===== src/rtl/core_bus_requester_pkg.sv =====
// Shared definitions for the per-core bus requesters: widths, the
// requester state encoding and the latched bus-cycle record.
package bus_pkg;

  localparam int ADDR_W = 16;
  localparam int DATA_W = 32;

  typedef enum logic [1:0] {
    IDLE = 2'd0,
    REQ  = 2'd1,
    BUS  = 2'd2,
    DONE = 2'd3
  } req_state_t;

  typedef struct packed {
    logic              we;
    logic [ADDR_W-1:0] addr;
    logic [DATA_W-1:0] wdata;
  } bus_req_t;

endpackage


===== src/rtl/core_bus_requester_if.sv =====
// Core-side handshake, arbiter request/grant and shared-bus signals of one
// requester; master is the requester itself, slave is its environment.
interface core_bus_requester_if;
  import bus_pkg::*;

  logic              core_valid;
  logic              core_ready;
  logic              core_we;
  logic [ADDR_W-1:0] core_addr;
  logic [DATA_W-1:0] core_wdata;
  logic              core_done;
  logic              core_err;
  logic [DATA_W-1:0] core_rdata;
  logic              req_arb;
  logic              gnt_arb;
  logic              bus_valid;
  logic              bus_we;
  logic [ADDR_W-1:0] bus_addr;
  logic [DATA_W-1:0] bus_wdata;
  logic [DATA_W-1:0] bus_rdata;
  logic              bus_ack;

  modport master (
    input  core_valid, core_we, core_addr, core_wdata,
    input  gnt_arb, bus_rdata, bus_ack,
    output core_ready, core_done, core_err, core_rdata,
    output req_arb, bus_valid, bus_we, bus_addr, bus_wdata
  );

  modport slave (
    output core_valid, core_we, core_addr, core_wdata,
    output gnt_arb, bus_rdata, bus_ack,
    input  core_ready, core_done, core_err, core_rdata,
    input  req_arb, bus_valid, bus_we, bus_addr, bus_wdata
  );

endinterface


===== src/rtl/core_bus_requester.sv =====
// Per-core bus initiator: takes one load/store from the core, wins the bus
// through the round-robin arbiter, survives preemption and times out hangs.
module core_bus_requester
  import bus_pkg::*;
#(
  parameter int TIMEOUT = 64
) (
  input logic                 clk,
  input logic                 rst,
  core_bus_requester_if.master link
);

  localparam int CNT_W = (TIMEOUT > 2) ? $clog2(TIMEOUT) : 1;

  req_state_t       state;
  bus_req_t         req_q;
  bus_req_t         bus_out;
  logic [CNT_W-1:0] wait_cnt;
  logic             timed_out;
  logic             bus_fire;
  logic [DATA_W-1:0] rdata_q;
  logic             err_q;

  assign timed_out = (wait_cnt == CNT_W'(TIMEOUT - 1));
  assign bus_fire  = (state == BUS) && link.gnt_arb && link.bus_ack;

  // Bus drive is gated by state and grant only, never by core inputs.
  assign bus_out         = (state == BUS) ? req_q : '0;
  assign link.bus_valid  = (state == BUS) && link.gnt_arb;
  assign link.bus_we     = bus_out.we;
  assign link.bus_addr   = bus_out.addr;
  assign link.bus_wdata  = bus_out.wdata;
  assign link.req_arb    = (state == REQ) || (state == BUS);
  assign link.core_ready = (state == IDLE);
  assign link.core_done  = (state == DONE);
  assign link.core_rdata = rdata_q;
  assign link.core_err   = err_q;

  always_ff @(posedge clk) begin
    if (rst) begin
      state    <= IDLE;
      req_q    <= '0;
      wait_cnt <= '0;
      rdata_q  <= '0;
      err_q    <= 1'b0;
    end else begin
      case (state)
        IDLE: begin
          if (link.core_valid) begin
            req_q    <= '{we: link.core_we, addr: link.core_addr, wdata: link.core_wdata};
            wait_cnt <= '0;
            state    <= REQ;
          end
        end
        REQ: begin
          wait_cnt <= wait_cnt + 1'b1;
          if (timed_out) begin
            err_q <= 1'b1;
            state <= DONE;
          end else if (link.gnt_arb) begin
            state <= BUS;
          end
        end
        BUS: begin
          wait_cnt <= wait_cnt + 1'b1;
          // A completing ack beats a timeout landing on the same edge.
          if (bus_fire) begin
            if (!req_q.we) rdata_q <= link.bus_rdata;
            err_q <= 1'b0;
            state <= DONE;
          end else if (timed_out) begin
            err_q <= 1'b1;
            state <= DONE;
          end else if (!link.gnt_arb) begin
            state <= REQ;
          end
        end
        DONE: state <= IDLE;
        default: state <= IDLE;
      endcase
    end
  end

endmodule


===== src/flat_wrapper.sv =====
// flat-port wrapper written by rule: the top's interface ports become plain ports
module core_bus_requester_flat import bus_pkg::*;
#(
  parameter int TIMEOUT = 64
)
  (clk, rst, link_core_valid, link_core_we, link_core_addr, link_core_wdata, link_gnt_arb, link_bus_rdata, link_bus_ack, link_core_ready, link_core_done, link_core_err, link_core_rdata, link_req_arb, link_bus_valid, link_bus_we, link_bus_addr, link_bus_wdata);
  core_bus_requester_if link_i ();
  input logic clk;
  input logic rst;
  input wire logic [$bits(link_i.core_valid)-1:0] link_core_valid;
  input wire logic [$bits(link_i.core_we)-1:0] link_core_we;
  input wire logic [$bits(link_i.core_addr)-1:0] link_core_addr;
  input wire logic [$bits(link_i.core_wdata)-1:0] link_core_wdata;
  input wire logic [$bits(link_i.gnt_arb)-1:0] link_gnt_arb;
  input wire logic [$bits(link_i.bus_rdata)-1:0] link_bus_rdata;
  input wire logic [$bits(link_i.bus_ack)-1:0] link_bus_ack;
  output wire logic [$bits(link_i.core_ready)-1:0] link_core_ready;
  output wire logic [$bits(link_i.core_done)-1:0] link_core_done;
  output wire logic [$bits(link_i.core_err)-1:0] link_core_err;
  output wire logic [$bits(link_i.core_rdata)-1:0] link_core_rdata;
  output wire logic [$bits(link_i.req_arb)-1:0] link_req_arb;
  output wire logic [$bits(link_i.bus_valid)-1:0] link_bus_valid;
  output wire logic [$bits(link_i.bus_we)-1:0] link_bus_we;
  output wire logic [$bits(link_i.bus_addr)-1:0] link_bus_addr;
  output wire logic [$bits(link_i.bus_wdata)-1:0] link_bus_wdata;
  assign link_i.core_valid = link_core_valid;
  assign link_i.core_we = link_core_we;
  assign link_i.core_addr = link_core_addr;
  assign link_i.core_wdata = link_core_wdata;
  assign link_i.gnt_arb = link_gnt_arb;
  assign link_i.bus_rdata = link_bus_rdata;
  assign link_i.bus_ack = link_bus_ack;
  assign link_core_ready = link_i.core_ready;
  assign link_core_done = link_i.core_done;
  assign link_core_err = link_i.core_err;
  assign link_core_rdata = link_i.core_rdata;
  assign link_req_arb = link_i.req_arb;
  assign link_bus_valid = link_i.bus_valid;
  assign link_bus_we = link_i.bus_we;
  assign link_bus_addr = link_i.bus_addr;
  assign link_bus_wdata = link_i.bus_wdata;
  core_bus_requester #(.TIMEOUT(TIMEOUT)) u_core (.clk(clk), .rst(rst), .link(link_i));
endmodule

===== config.mk =====
export PLATFORM = sky130hd
export DESIGN_NAME = core_bus_requester_flat
export DESIGN_NICKNAME = d
export VERILOG_FILES = /design/src/rtl/core_bus_requester_pkg.sv /design/src/rtl/core_bus_requester_if.sv /design/src/rtl/core_bus_requester.sv /design/src/flat_wrapper.sv
export SDC_FILE = /design/constraint.sdc
export NUM_CORES = 1
export LEC_CHECK = 0
export BUFFER_PORTS_ARGS = -buffer_cell sky130_fd_sc_hd__clkbuf_2
export CORE_MARGIN = 10
export CORE_UTILIZATION = 25
export DETAILED_ROUTE_END_ITERATION = 12
export PLACE_DENSITY = 0.5
export SYNTH_ARGS = -nofsm -noshare
export SYNTH_HDL_FRONTEND = slang
export SYNTH_SLANG_ARGS = --single-unit

===== constraint.sdc =====
create_clock -name clk -period 2 [get_ports clk]
set_clock_uncertainty 0.1 [all_clocks]
set_input_delay 0.2 -clock clk [delete_from_list [all_inputs] [get_ports clk]]
set_output_delay 0.2 -clock clk [all_outputs]
set_load 0.01 [all_outputs]

==> flow_metrics.env <==
export IMPL_status="complete, no violations"
export IMPL_synthSimpleGateAreaFrac_pct=29.3
export IMPL_clock_latency_ns=0.34
export IMPL_setup_viol=0
export IMPL_initial_utilization_pct=25.5
export IMPL_async_flop_share_pct=0
export IMPL_crit_type="flop to output port"
export IMPL_syn_area_sq_um=3700
export IMPL_htreeDepth=3
export IMPL_wl_per_cell_um=13.9
export IMPL_cts_tree="done"
export IMPL_post_route_min_period_ns=1.87
export IMPL_ir_drop_mv=0.596
export IMPL_synth_top_cells_by_area="dfxtp_1, nand2_1, a21oi_1"
export IMPL_fin_tns_setup_ns=0
export IMPL_wl_um=12600
export IMPL_viasPerCell=4.29
export IMPL_hold_path_class="input pin to flop"
export IMPL_grt_use_total_pct=12.4
export IMPL_die_area_sq_um=20100
export IMPL_overflow=0
export IMPL_setup_ws_ns=0.133
export IMPL_swShare_pct=31.1
export IMPL_port_buffers=171
export IMPL_core_area_sq_um=14500
export IMPL_grt_pass1_wl_um=20400
export IMPL_final_area_sq_um=5880
export IMPL_intPower_w=0.00386
export IMPL_synthTopCellsByCount="nand2_1, dfxtp_1, a21oi_1, and2_1, clkbuf_1"
export IMPL_die_x_um=142
export IMPL_synth_xor_area_share_pct=0.710
export IMPL_syn_instance_count=474
export IMPL_synthMuxAreaShare_pct=0.372
export IMPL_rows=44
export IMPL_drive_gt1_share_pct=28.6
export IMPL_ant_nets=0
export IMPL_ys_ff_latch=90
export IMPL_grt_pass1_vias=4096
export IMPL_hold_violations=0
export IMPL_p_switching_w=0.00174
export IMPL_worstMarginPinSlew_ns=0.407
export IMPL_antenna_found_initial=0
export IMPL_yosysMostFrequentCell="nand2_1"
export IMPL_relSlewSlack_pct=72.8
export IMPL_clk_root_buffer_cell="clkbuf_16"
export IMPL_grt_setup_unrepaired="false"
export IMPL_vias=3882
export IMPL_synth_fp_nets=566
export IMPL_start_kind="flop"
export IMPL_seq_power_share_pct=38.4
export IMPL_synth_warnings=0
export IMPL_synth_compound_area_share_pct=13.9
export IMPL_n_antenna_cell=0
export IMPL_synth_edf_count=0
export IMPL_cts_buffer_depth=2
export IMPL_power_density_nw_per_um2=952
export IMPL_syn2layout_area_growth_pct=58.9
export IMPL_finalMaxSlewViolations=0
export IMPL_combPwrFrac_pct=28.2
export IMPL_synth_flop_cell="dfxtp_1"
export IMPL_avgSynthCellArea_sq_um=7.81
export IMPL_crit_fanout=36
export IMPL_remaining_drc_errors=0
export IMPL_firstDrtPassIters=4
export IMPL_nets=808
export IMPL_drv_cap=0
export IMPL_clkPwrFrac_pct=33.4
export IMPL_fillers=1468
export IMPL_gp_congestion=0.771
export IMPL_worst_hold_path_num_cells=3
export IMPL_ff2ff_path_depth=6
export IMPL_synth_top_cell_area_share_pct=48.7
export IMPL_yosysTopAreaCell="dfxtp_1"
export IMPL_period_share_pct=93.4
export IMPL_whs_ns=0.0238
export IMPL_fmax_mhz=536
export IMPL_clk_pin_slew_ns=0.06
export IMPL_worst_ep_required_time_ns=1.70
export IMPL_dpl_hpwl_um=8680
export IMPL_yosysUniqueCellTypes=35
export IMPL_grt_max_degree=40
export IMPL_yosysSeqAreaShare_pct=48.7
export IMPL_synth_top_family_by_area="simple AND/OR/NAND/NOR gates"
export IMPL_end_kind="output port"
export IMPL_pin_count=172
export IMPL_drt_iter0_markers=126
export IMPL_leakagePower_nw=2.58
export IMPL_synth_fa_ha_area_share_pct=2.03
export IMPL_cts_sinks=90
export IMPL_die_y_um=142
export IMPL_dp_slack_ns=0.194
export IMPL_crit_arrival_ns=1.57
export IMPL_numCtsBuffers=9
export IMPL_dpl_cell_area_sq_um=4720
[power groups by stage]
stage	Clock [W]	Sequential, W	Combinational (W)
after CTS	0.00194	0.00215	0.00159
after global routing	0.00202	0.00218	0.00177
final	0.00187	0.00215	0.00158
after floorplan	0	0.00217	0.000933
after detailed placement	0	0.00219	0.00145
after global placement	0	0.00218	0.00142
[path summary, 6_finish.rpt]
check | startpoint | end | slack [ns]
hold / removal | link_core_wdata[31] | u_core.req_q[31] | 0.02
setup reg to reg | u_core.state[0] | u_core.state[1] | 0.24
hold reg to reg | u_core.req_q[39] | u_core.req_q[39] | 0.35
setup / recovery | u_core.state[0] | link_bus_wdata[26] | 0.13
[placed cells by master, fill, tap and decap left out, types with 2 or more instances in the layout]
master / Yosys / routed
clkbuf_2: 0 / 170
nand2_1: 168 / 167
dfxtp_1: 90 / 89
a21oi_1: 85 / 85
dlygate4sd3_1: 0 / 81
and2_1: 51 / 50
clkbuf_16: 0 / 9
buf_4: 2 / 9
nor2_1: 5 / 5
ha_1: 6 / 5
inv_1: 4 / 4
nor2b_1: 3 / 3
xnor2_1: 3 / 3
or2_1: 2 / 2
nand3b_1: 2 / 2
o21bai_1: 2 / 2
a311oi_1: 2 / 2
nor3_1: 2 / 2
clkbuf_8: 0 / 2
bufinv_16: 0 / 2
buf_12: 0 / 2
[per-stage QoR]
step	power, W	instances	util, %
after floorplan	0.00310	474	-
after global placement	0.00360	808	32.5
after detailed placement	0.00364	808	32.5
after CTS	0.00568	905	40.4
after global routing	0.00597	905	40.5
final	0.00560	905	40.5
[area by class of cell]
cell class	instances	area [sq um]	area share, %
Clock buffer	12	256	4.36
Sequential cell	90	1800	30.6
Multi-Input combinational cell	347	1720	29.2
Inverter	4	15.0	0.255
Tap cell	184	230	3.91
Timing Repair Buffer	264	1790	30.3
Clock inverter	4	73.8	1.25
[what timing repair did]
item | 4_1_cts | 5_1_grt
setup endpoints to repair | 35 | 51
buffers inserted | 0 | 0
gates resized for setup | 2 | 4
hold buffers | 81 | 0
pin swaps | 0 | 0
endpoints found under the hold margin | 81 | 0
[worst max-delay path: stages (launching register included)]
cell      delay [ns]
dfxtp_2         0.34
inv_1           0.13
ha_2            0.25
buf_12          0.19
and2_1          0.16
clkbuf_2        0.14
[metal layers]
metal | share of wire, % | vias to the layer above | routed length [um] | track usage, %
met5 | 0 | - | 0 | 0
met2 | 47 | 125 | 5850 | 20.2
met3 | 9.3 | 12 | 1170 | 6.41
met1 | 43 | 1740 | 5410 | 13.9
li1 | - | 2005 | - | -
met4 | 1.1 | 0 | 141 | 3.34
[state kept, by name, indices dropped and copies added, names as in the netlist]
name	count
u_core.link.core_err	1
u_core.link.core_rdata	32
u_core.req_q	49
u_core.state	2
u_core.wait_cnt	6
[cell families (layout without fill, tap and decap cells)]
logic type,Yosys count,in the layout
DFF,90,90
muxes,1,1
and+or+nand+nor,240,240
AOI/OAI and AO/OA,97,97
buffers and inverters,37,284
adders and majority gates,6,6
xor gates and xnor gates,3,3
(Power assumes the default switching activity.)
